$ cat config.mk
export PLATFORM = sky130hd
export DESIGN_NAME = irq_latch
export DESIGN_NICKNAME = d
export VERILOG_FILES = /design/src/rtl/irq_latch.sv
export SDC_FILE = /design/constraint.sdc
export NUM_CORES = 1
export LEC_CHECK = 0
export CAP_MARGIN = 20
export CORE_MARGIN = 2
export CORE_UTILIZATION = 30
export CTS_BUF_LIST = sky130_fd_sc_hd__clkbuf_4
export DETAILED_ROUTE_END_ITERATION = 12
export GPL_TIMING_DRIVEN = 1
export SLEW_MARGIN = 20
export SYNTH_ARGS = -nofsm -noshare
export SYNTH_HDL_FRONTEND = slang
export SYNTH_SLANG_ARGS = --single-unit
$ cat constraint.sdc
create_clock -name clk -period 2.4 [get_ports clk]
set_clock_uncertainty 0.05 [all_clocks]
set_input_delay 0.48 -clock clk [delete_from_list [all_inputs] [get_ports clk]]
set_output_delay 0.48 -clock clk [all_outputs]
set_load 0.1 [all_outputs]
$ cat src/rtl/irq_latch.sv
// irq_latch: captures 10 interrupt lines into sticky pending bits and runs the
// ack/eoi handshake with the downstream priority encoder. Define IRQ_SYNC_EN for a 2-flop input synchroniser.
module irq_latch (
    input  logic       clk,
    input  logic       rst_n,
    input  logic [9:0] irq_in,
    input  logic [9:0] mask,
    input  logic       ack,
    input  logic [3:0] ack_id,
    input  logic       eoi,
    output logic [9:0] req,
    output logic       irq,
    output logic [3:0] cur_id,
    output logic [9:0] ovf
);

    typedef enum logic [1:0] {
        ST_IDLE    = 2'd0,
        ST_ASSERT  = 2'd1,
        ST_SERVICE = 2'd2
    } state_t;

    localparam logic [3:0] NO_ID  = 4'hF;
    localparam logic [3:0] MAX_ID = 4'd9;

    // Selects vec[id] without ever indexing out of range for ids 10..15.
    function automatic logic bit_at(input logic [9:0] vec, input logic [3:0] id);
        logic hit;
        hit = 1'b0;
        for (int i = 0; i < 10; i++) begin
            if (id == 4'(i)) begin
                hit = vec[i];
            end
        end
        return hit;
    endfunction

    // One-hot decode of a channel id; ids above 9 decode to all zeros.
    function automatic logic [9:0] onehot(input logic [3:0] id);
        logic [9:0] oh;
        oh = 10'b0;
        for (int i = 0; i < 10; i++) begin
            if (id == 4'(i)) begin
                oh[i] = 1'b1;
            end
        end
        return oh;
    endfunction

    logic [9:0] sync_s;
    logic [9:0] prv_r;
    logic [9:0] pending_r;
    logic [9:0] pending_n;
    logic [9:0] ovf_r;
    logic [9:0] ovf_n;
    logic [9:0] req_s;
    logic [9:0] edge_s;
    logic [9:0] ack_mask_s;
    logic       valid_ack_s;
    state_t     state_r;
    state_t     state_n;
    logic       irq_r;
    logic [3:0] cur_id_r;
    logic [3:0] cur_id_n;

`ifdef IRQ_SYNC_EN
    logic [9:0] meta_r;
    logic [9:0] sync_r;

    // Two-flop synchroniser for lines asynchronous to clk.
    always_ff @(posedge clk or negedge rst_n) begin
        if (!rst_n) begin
            meta_r <= 10'b0;
            sync_r <= 10'b0;
        end else begin
            meta_r <= irq_in;
            sync_r <= meta_r;
        end
    end

    assign sync_s = sync_r;
`else
    assign sync_s = irq_in;
`endif

    assign edge_s = sync_s & ~prv_r;

    // Encoder request vector; hidden entirely while a channel is in service.
    always_comb begin
        req_s = 10'b0;
        if (state_r == ST_SERVICE) begin
            req_s = 10'b0;
        end else begin
            req_s = pending_r & ~mask;
        end
    end

    // An ack only counts in ASSERT and only for a channel currently requesting.
    always_comb begin
        valid_ack_s = 1'b0;
        ack_mask_s  = 10'b0;
        if ((state_r == ST_ASSERT) && ack && (ack_id <= MAX_ID) && bit_at(req_s, ack_id)) begin
            valid_ack_s = 1'b1;
            ack_mask_s  = onehot(ack_id);
        end else begin
            valid_ack_s = 1'b0;
            ack_mask_s  = 10'b0;
        end
    end

    // Set beats ack-clear for pending; ack-clear beats set for overflow.
    always_comb begin
        pending_n = (pending_r & ~ack_mask_s) | edge_s;
        ovf_n     = (ovf_r | (edge_s & pending_r)) & ~ack_mask_s;
    end

    // Handshake FSM next-state and next cur_id.
    always_comb begin
        state_n  = state_r;
        cur_id_n = cur_id_r;
        case (state_r)
            ST_IDLE: begin
                if (|req_s) begin
                    state_n = ST_ASSERT;
                end else begin
                    state_n = ST_IDLE;
                end
            end
            ST_ASSERT: begin
                if (valid_ack_s) begin
                    state_n  = ST_SERVICE;
                    cur_id_n = ack_id;
                end else if (~|req_s) begin
                    state_n = ST_IDLE;
                end else begin
                    state_n = ST_ASSERT;
                end
            end
            ST_SERVICE: begin
                if (eoi) begin
                    state_n  = ST_IDLE;
                    cur_id_n = NO_ID;
                end else begin
                    state_n = ST_SERVICE;
                end
            end
            default: begin
                state_n  = ST_IDLE;
                cur_id_n = NO_ID;
            end
        endcase
    end

    // Capture, overflow and handshake state registers.
    always_ff @(posedge clk or negedge rst_n) begin
        if (!rst_n) begin
            prv_r     <= 10'b0;
            pending_r <= 10'b0;
            ovf_r     <= 10'b0;
            state_r   <= ST_IDLE;
            irq_r     <= 1'b0;
            cur_id_r  <= NO_ID;
        end else begin
            prv_r     <= sync_s;
            pending_r <= pending_n;
            ovf_r     <= ovf_n;
            state_r   <= state_n;
            irq_r     <= (state_n == ST_ASSERT);
            cur_id_r  <= cur_id_n;
        end
    end

    assign req    = req_s;
    assign irq    = irq_r;
    assign cur_id = cur_id_r;
    assign ovf    = ovf_r;

endmodule

==> results.cfg, run 1 <==
[run_status]
status = complete, no violations

[logic_synthesis]
synth_edf_count = 0
synth-async-reset-ratio_pct = 100
syn_area_um2 = 1770
synth_area_leaders = dfrtp_1 (47%), dfstp_2 (5.9%), nor2b_1 (4.9%), a31oi_1 (4.2%), a21oi_1 (4.0%)
ys.flop_type = dfrtp_1
syn_nets = 196
ys_seq_area_share_pct = 52.5
ys_seq_elements = 37
synth.top_cells.by_count = dfrtp_1 (33), a21oi_1 (14), nor2_1 (14), nor2b_1 (14), a31oi_1 (12)
syn_inst = 168
synth_top_area_share_pct = 46.6
synth_top_area_cell = dfrtp_1
yosysMostFrequentCell = dfrtp_1
avgSynthCellArea_um2 = 10.6
yosysWarnings = 0
synth_cell_types = 38

[sta]
layout_min_cycle_time_ns = 2.34
tightest_slew_ns = 0.838
holdWs_ns = 0.186
rsz0062_at_grt = false
timing.final.ws_setup_ns = 0.0562
finalMaxSlewViolations = 0
setup_viol = 0
hold_violations = 0
max_freq_mhz = 427
slew_headroom_pct = 44.1
fin_crit_sh_pct = 97.7

[power_and_ir_drop]
p_total_mw = 1.74
ir_drop_mv = 0.371
leakage_nw = 1.06
p_per_area_nw_per_um2 = 636

[clocking]
numCtsBuffers = 5
cts_resized = 0
clock_sinks = 37
clk_pin_slew_ns = 0.12
clk_path_buf_depth = 2
clock_latency_ns = 0.33
cts_setup_buffers = 0
hold_buffers = 0
tritoncts = built
cts-root-buf = clkbuf_4
cts_max_level = 2

[routing]
via_per_inst = 5.28
antenna_left = 0
drc = 0
vias = 1673
drt-wirelength-per-cell_um = 16.0
dr.pass1.iters = 4
drt_iter0_drc = 74
wl_um = 5060

[placement]
place_ws_ns = -0.349
gp_congestion = 0.863
numPortBuffers = 52
dpl_cell_area_um2 = 2670
place_hpwl_um = 3770

[worst_setup_path]
path_cells = clkdlybuf4s50_1 -> nor2b_1 -> nand2b_1 -> a21oi_1 -> or4_4 -> and2_2 -> a311oi_1
cp_slowest_stage_delay_ns = 0.68
cp_max_fo = 10
worstPathArrival_ns = 2.53
rr_worst_depth = 7
critPathLaunchType = input port
required_ns = 2.58
end_kind = flip-flop
reg2reg_slack_ns = 0.16
timing.rr.start = state_r[1]
worstReg2RegEnd = state_r[0]
crit_type = in2reg
cpMaxStageDelayCell = clkdlybuf4s50_1

[layout]
finalNetCount = 272
num_antenna_cells = 0
area_growth_pct = 54.6
drive_gt1_share_pct = 36.3
fill_cells = 572
final_cell_area_um2 = 2740

[global_routing]
grt_max_degree = 38
grt_antenna_before_repair = 0
grt_pass1_wl_um = 7860
grt_pass1_vias = 1600
grt-ovfl-total = 0
track_usage_pct = 15.9

[floorplan]
coreArea_um2 = 5610
die_h_um = 80.9
io_pins = 53
start_util_pct = 31.6
row_count = 27
die-width_um = 80.9
die-area_um2 = 6540

[hold_path]
hp-class = in2async

[run]
drv_cap = 0
==> critical path: cells and delay by family <==
| family | cells | cell delay, ns |
|---|---|---|
| compound gates | 2 | 0.32 |
| buf+inv | 1 | 0.68 |
| simple gates | 4 | 1.04 |
==> routing by layer <==
metal  track usage [%]  up-vias  wire length (um)
li1                  -      784                 -
met2              24.9       66              2330
met4              4.75        0                45
met3              3.78        8               350
met5                 0        -                 0
met1              22.0      815              2340
==> layout by cell type, fill, tap and decap left out, drive strengths merged, types with 9 or more instances in the layout <==
cell type	count
nor2	14
buf	51
nor2b	15
dfrtp	33
a21oi	14
nor3b	9
clkdlybuf4s50	26
a31oi	12
==> registers in the layout (all words and copies together) (netlist names) <==
signal,cells
pending_r,10
state_r,2
irq,1
ovf,10
cur_id,4
prv_r,10
==> where the power goes <==
group | internal (mW) | total, mW | switching, mW | leakage [nW]
Sequential | 0.686 | 0.720 | 0.0340 | 0.368
Clock | 0.123 | 0.324 | 0.201 | 0.0354
Combinational | 0.236 | 0.700 | 0.464 | 0.655
Total | 1.05 | 1.74 | 0.698 | 1.06
==> cells by family (layout without fill, tap and decap cells) <==
family	count (synthesis)	after routing	share of synthesized area [%]
flip-flops	37	37	52.5
AO/OA/AOI/OAI	45	45	17.6
AND/OR/NAND/NOR	74	75	26.3
buffers and inverters	12	88	3.67
==> how the worst max path moves through the flow <==
stage	to	from	slack (ns)	cells after the start
final	state_r[0]	ack_id[3]	0.06	7
after global routing	state_r[0]	ack_id[3]	0.02	7
after CTS	cur_id[0]	ack_id[0]	0.0002	6
after detailed placement	cur_id[0]	ack_id[0]	-0.35	6
after global placement	cur_id[0]	ack_id[0]	-0.28	6
after floorplan	pending_r[4]	state_r[1]	-0.32	8
==> metrics by stage <==
step | util [%] | setup TNS (ns) | std cells
detailed placement | 47.6 | -8.32 | 308
floorplan | - | -8.36 | 168
global placement | 47.6 | -6.43 | 308
global route | 48.9 | 0 | 317
finish | 48.9 | 0 | 317
CTS | 48.5 | 0 | 316
==> area by class of cell <==
class | instances | area (um^2) | share of cell area, %
inverter | 3 | 11.3 | 0.411
clock buffer | 6 | 45.0 | 1.64
timing repair buffer | 77 | 766 | 27.9
sequential | 37 | 931 | 34.0
clock inverter | 2 | 10.0 | 0.365
tap | 72 | 90.1 | 3.29
multi-input combinational | 120 | 887 | 32.4
No activity file was read; power rests on OpenSTA's default activity.
==> inputs of run 2 (changes only) <==
clock period = 2.5 ns   (was 2.4 ns; I/O delays follow)
==> results.cfg, run 2 (synthesized netlist as in run 1, its figures left out) <==
[global_routing]
grt-ovfl-total = 0
grt_pass1_wl_um = 8200
grt_pass1_vias = 1629
grt_antenna_before_repair = 0
track_usage_pct = 16.7
grt_max_degree = 38

[worst_setup_path]
end_kind = flip-flop
path_cells = clkdlybuf4s50_1 -> or4b_1 -> a2111oi_2 -> or4_1 -> buf_4 -> nand3_1 -> a21o_1
required_ns = 2.69
critPathLaunchType = input port
worstPathArrival_ns = 2.58
crit_type = in2reg
cp_max_fo = 10
cpMaxStageDelayCell = or4b_1
cp_slowest_stage_delay_ns = 0.56

[routing]
vias = 1617
drc = 0
via_per_inst = 5.18
drt_iter0_drc = 83
antenna_left = 0
drt-wirelength-per-cell_um = 16.4
wl_um = 5120
dr.pass1.iters = 4

[layout]
area_growth_pct = 52.2
post-route-util_pct = 48.1
drive_gt1_share_pct = 34.6
layout_commonest_cell = buf_4
num_antenna_cells = 0
layoutNonFillerInstCount = 312
final_cell_mix = buf_4 (35), dfrtp_1 (33), clkdlybuf4s50_1 (26)
finalNetCount = 267

[sta]
fin_crit_sh_pct = 95.3
slew_headroom_pct = 43.5
layout_min_cycle_time_ns = 2.38
tightest_slew_ns = 0.848
finalMaxSlewViolations = 0
hold_violations = 0
setup_viol = 0
holdWs_ns = 0.200
max_freq_mhz = 420
rsz0062_at_grt = false

[run_status]
status = complete, no violations

[clocking]
clk_pin_slew_ns = 0.12
tritoncts = built
cts-root-buf = clkbuf_4
numCtsBuffers = 5
clock_latency_ns = 0.35
clock_sinks = 37
hold_buffers = 0
cts_max_level = 2
clk_path_buf_depth = 2
cts_setup_buffers = 0

[floorplan]
io_pins = 53
die-width_um = 80.9
row_count = 27
die_h_um = 80.9
coreArea_um2 = 5610
die-area_um2 = 6540
start_util_pct = 31.6

[placement]
place_inst = 303
place_hpwl_um = 3700
gp_congestion = 0.874
numPortBuffers = 52

[run]
drv_cap = 0

[power_and_ir_drop]
p_total_mw = 1.67
ir_drop_mv = 0.352
p_per_area_nw_per_um2 = 621
leakage_nw = 1.03

[hold_path]
hp-class = in2async
==> run 2: cell count changes in the layout (fill, tap and decap cells not counted) <==
cell | before | now
buf_4 | 40 | 35
or4_1 | 0 | 1
or4_4 | 1 | 0
==> run 2: critical path, delay by kind of cell <==
family	cells	cell delay [ns]
buffers and inverters	2	0.67
AND/OR/NAND/NOR	3	0.87
AO/OA/AOI/OAI	2	0.54
==> run 2: power by group <==
group          internal (mW)  switching (mW)
registers              0.658          0.0320
logic                  0.221           0.445
clock network          0.118           0.201
total                  0.997           0.678
==> run 2: final timing paths <==
check / from / to / slack, ns / cells after the start
max: ack_id[0] / pending_r[9] / 0.12 / 7
min: rst_n / irq / 0.20 / 1
max reg2reg: state_r[1] / pending_r[9] / 0.24 / 7
min reg2reg: pending_r[9] / pending_r[9] / 0.47 / 1
max in group asynchronous: rst_n / pending_r[7] / 1.67 / 1
min in group clk: pending_r[9] / pending_r[9] / 0.47 / 1
==> run 2: per-layer routing <==
metal / track usage (%) / up-vias / part of all wire, %
met5: 0 / - / 0
met4: 6.61 / 0 / 2.2
met3: 3.78 / 12 / 6.6
met2: 25.3 / 54 / 46
met1: 23.1 / 781 / 45
li1: - / 770 / -
==> run 2: timing repair <==
item,in CTS,in global routing
resized for setup,0,2
endpoints found under the hold margin,0,0
endpoints found under the setup margin,0,11
==> run 2: per-stage QoR <==
step	TNS (ns)	setup slack [ns]	instance area [um^2]
3_5_place_dp	-5.70	-0.252	2630
6_report	0	0.117	2700
3_3_place_gp	-4.17	-0.195	2630
4_1_cts	0	0.0961	2690
5_1_grt	0	0.00351	2700
2_1_floorplan	-5.23	-0.225	1870
==> run 2: cell type report <==
class,instances,area [um^2]
Fill cell,543,2910
Sequential cell,37,931
Multi-Input combinational cell,120,883
Timing Repair Buffer,72,728
Tap cell,72,90.1
Clock buffer,6,45.0
Inverter,3,11.3
Clock inverter,2,10.0
==> inputs of run 3 (changes only) <==
SETUP_SLACK_MARGIN = 0.1   (was unset)
clock period = 3.1 ns   (was 2.5 ns; I/O delays follow)
==> results.cfg, run 3 (synthesized netlist as in run 1, its figures left out) <==
[run_status]
status = complete, no violations

[routing]
drt_iter0_drc = 118
wl_um = 4770
drc = 0
via_per_inst = 5.16
antenna_left = 0
dr.pass1.iters = 4
drt-wirelength-per-cell_um = 15.9
vias = 1549

[hold_path]
hp-class = in2async

[floorplan]
io_pins = 53
coreArea_um2 = 5610
die-area_um2 = 6540
row_count = 27
start_util_pct = 31.6
die-width_um = 80.9
die_h_um = 80.9

[worst_setup_path]
worstPathArrival_ns = 2.66
rr_worst_depth = 6
critPathLaunchType = input port
timing.rr.start = state_r[1]
path_cells = clkdlybuf4s50_1 -> or4b_1 -> a2111oi_0 -> or4_1 -> and2_4 -> a31oi_1
cp_max_fo = 21
reg2reg_slack_ns = 0.61
required_ns = 3.24
end_kind = flip-flop
worstReg2RegEnd = state_r[0]
cpMaxStageDelayCell = or4b_1
crit_type = in2reg
cp_slowest_stage_delay_ns = 0.54

[clocking]
clk_pin_slew_ns = 0.11
cts_resized = 0
cts_max_level = 2
tritoncts = built
clock_sinks = 37
clk_path_buf_depth = 2
cts-root-buf = clkbuf_4
hold_buffers = 0
cts_setup_buffers = 0
clock_latency_ns = 0.35
numCtsBuffers = 5

[sta]
tightest_slew_ns = 0.829
setup_viol = 0
hold_violations = 0
layout_min_cycle_time_ns = 2.52
fin_crit_sh_pct = 81.3
finalMaxSlewViolations = 0
max_freq_mhz = 397
holdWs_ns = 0.297
slew_headroom_pct = 44.7
rsz0062_at_grt = false

[placement]
numPortBuffers = 52
gp_congestion = 0.829
place_inst = 292
place_hpwl_um = 3590

[layout]
finalNetCount = 255
layout_commonest_cell = dfrtp_1
layoutNonFillerInstCount = 300
drive_gt1_share_pct = 28.1
final_cell_mix = dfrtp_1 (33), clkdlybuf4s50_1 (26), buf_4 (24)
area_growth_pct = 44.0
num_antenna_cells = 0

[global_routing]
track_usage_pct = 15.7
grt_pass1_wl_um = 7620
grt_max_degree = 38
grt_pass1_vias = 1472
grt_antenna_before_repair = 0
grt-ovfl-total = 0

[power_and_ir_drop]
ir_drop_mv = 0.405
leakage_nw = 0.963
p_per_area_nw_per_um2 = 520

[run]
drv_cap = 0
## run 3: changes by cell type in the layout (fill, tap and decap cells not counted), moves of 2 or more
cell,delta
buf_4,-11
a2111oi_2,-2
a21oi_1,+2
a21oi_2,-2
a41oi_1,+2
a41oi_2,-2
clkinv_2,-2
o221a_2,+2
o221a_4,-2
## run 3: cell type report
type,instances,area [um^2]
clock inverter,1,3.75
timing repair buffer,61,646
multi-input combinational,119,818
tap,72,90.1
fill,567,3060
clock buffer,7,52.6
sequential,37,931
inverter,3,11.3
## run 3: routing by layer
layer  wire length, um  global-route usage [%]
met5                 0                       0
met4                94                    7.12
met3               369                    4.22
met2              2190                    22.2
met1              2120                    22.4
## run 3: worst max-delay path, delay by kind of cell
kind                   cells  cell delay, ns
AO/OA/AOI/OAI              2            0.49
buffers and inverters      1            0.51
AND/OR/NAND/NOR            3            1.04
## run 3: stage by stage
stage | instance area [um^2] | power [mW] | util, % | worst slack, ns | TNS (ns)
6_report | 2550 | 1.33 | 45.5 | 0.581 | 0
5_1_grt | 2550 | 1.38 | 45.5 | 0.406 | 0
4_1_cts | 2550 | 1.34 | 45.5 | 0.571 | 0
3_5_place_dp | 2500 | 1.07 | 44.5 | 0.209 | 0
3_3_place_gp | 2500 | 1.07 | 44.5 | 0.189 | 0
2_1_floorplan | 1810 | 0.909 | - | -0.00177 | -0.00378
## run 3: how the worst max path moves through the flow
| stage | start | to | slack, ns | cells past startpoint |
|---|---|---|---|---|
| 6_report | ack_id[0] | ovf[6] | 0.58 | 6 |
| 5_1_grt | ack_id[0] | pending_r[4] | 0.41 | 7 |
| 4_1_cts | state_r[1] | state_r[0] | 0.57 | 6 |
| 3_5_place_dp | ack_id[0] | pending_r[5] | 0.21 | 6 |
| 3_3_place_gp | ack_id[0] | ovf[7] | 0.19 | 6 |
| 2_1_floorplan | state_r[1] | pending_r[4] | -0.002 | 8 |
## run 3: power breakdown
part	internal, mW	leakage, nW	total (mW)	switching (mW)
Clock	0.105	0.0338	0.265	0.161
Sequential	0.531	0.368	0.556	0.0250
Combinational	0.159	0.561	0.505	0.346
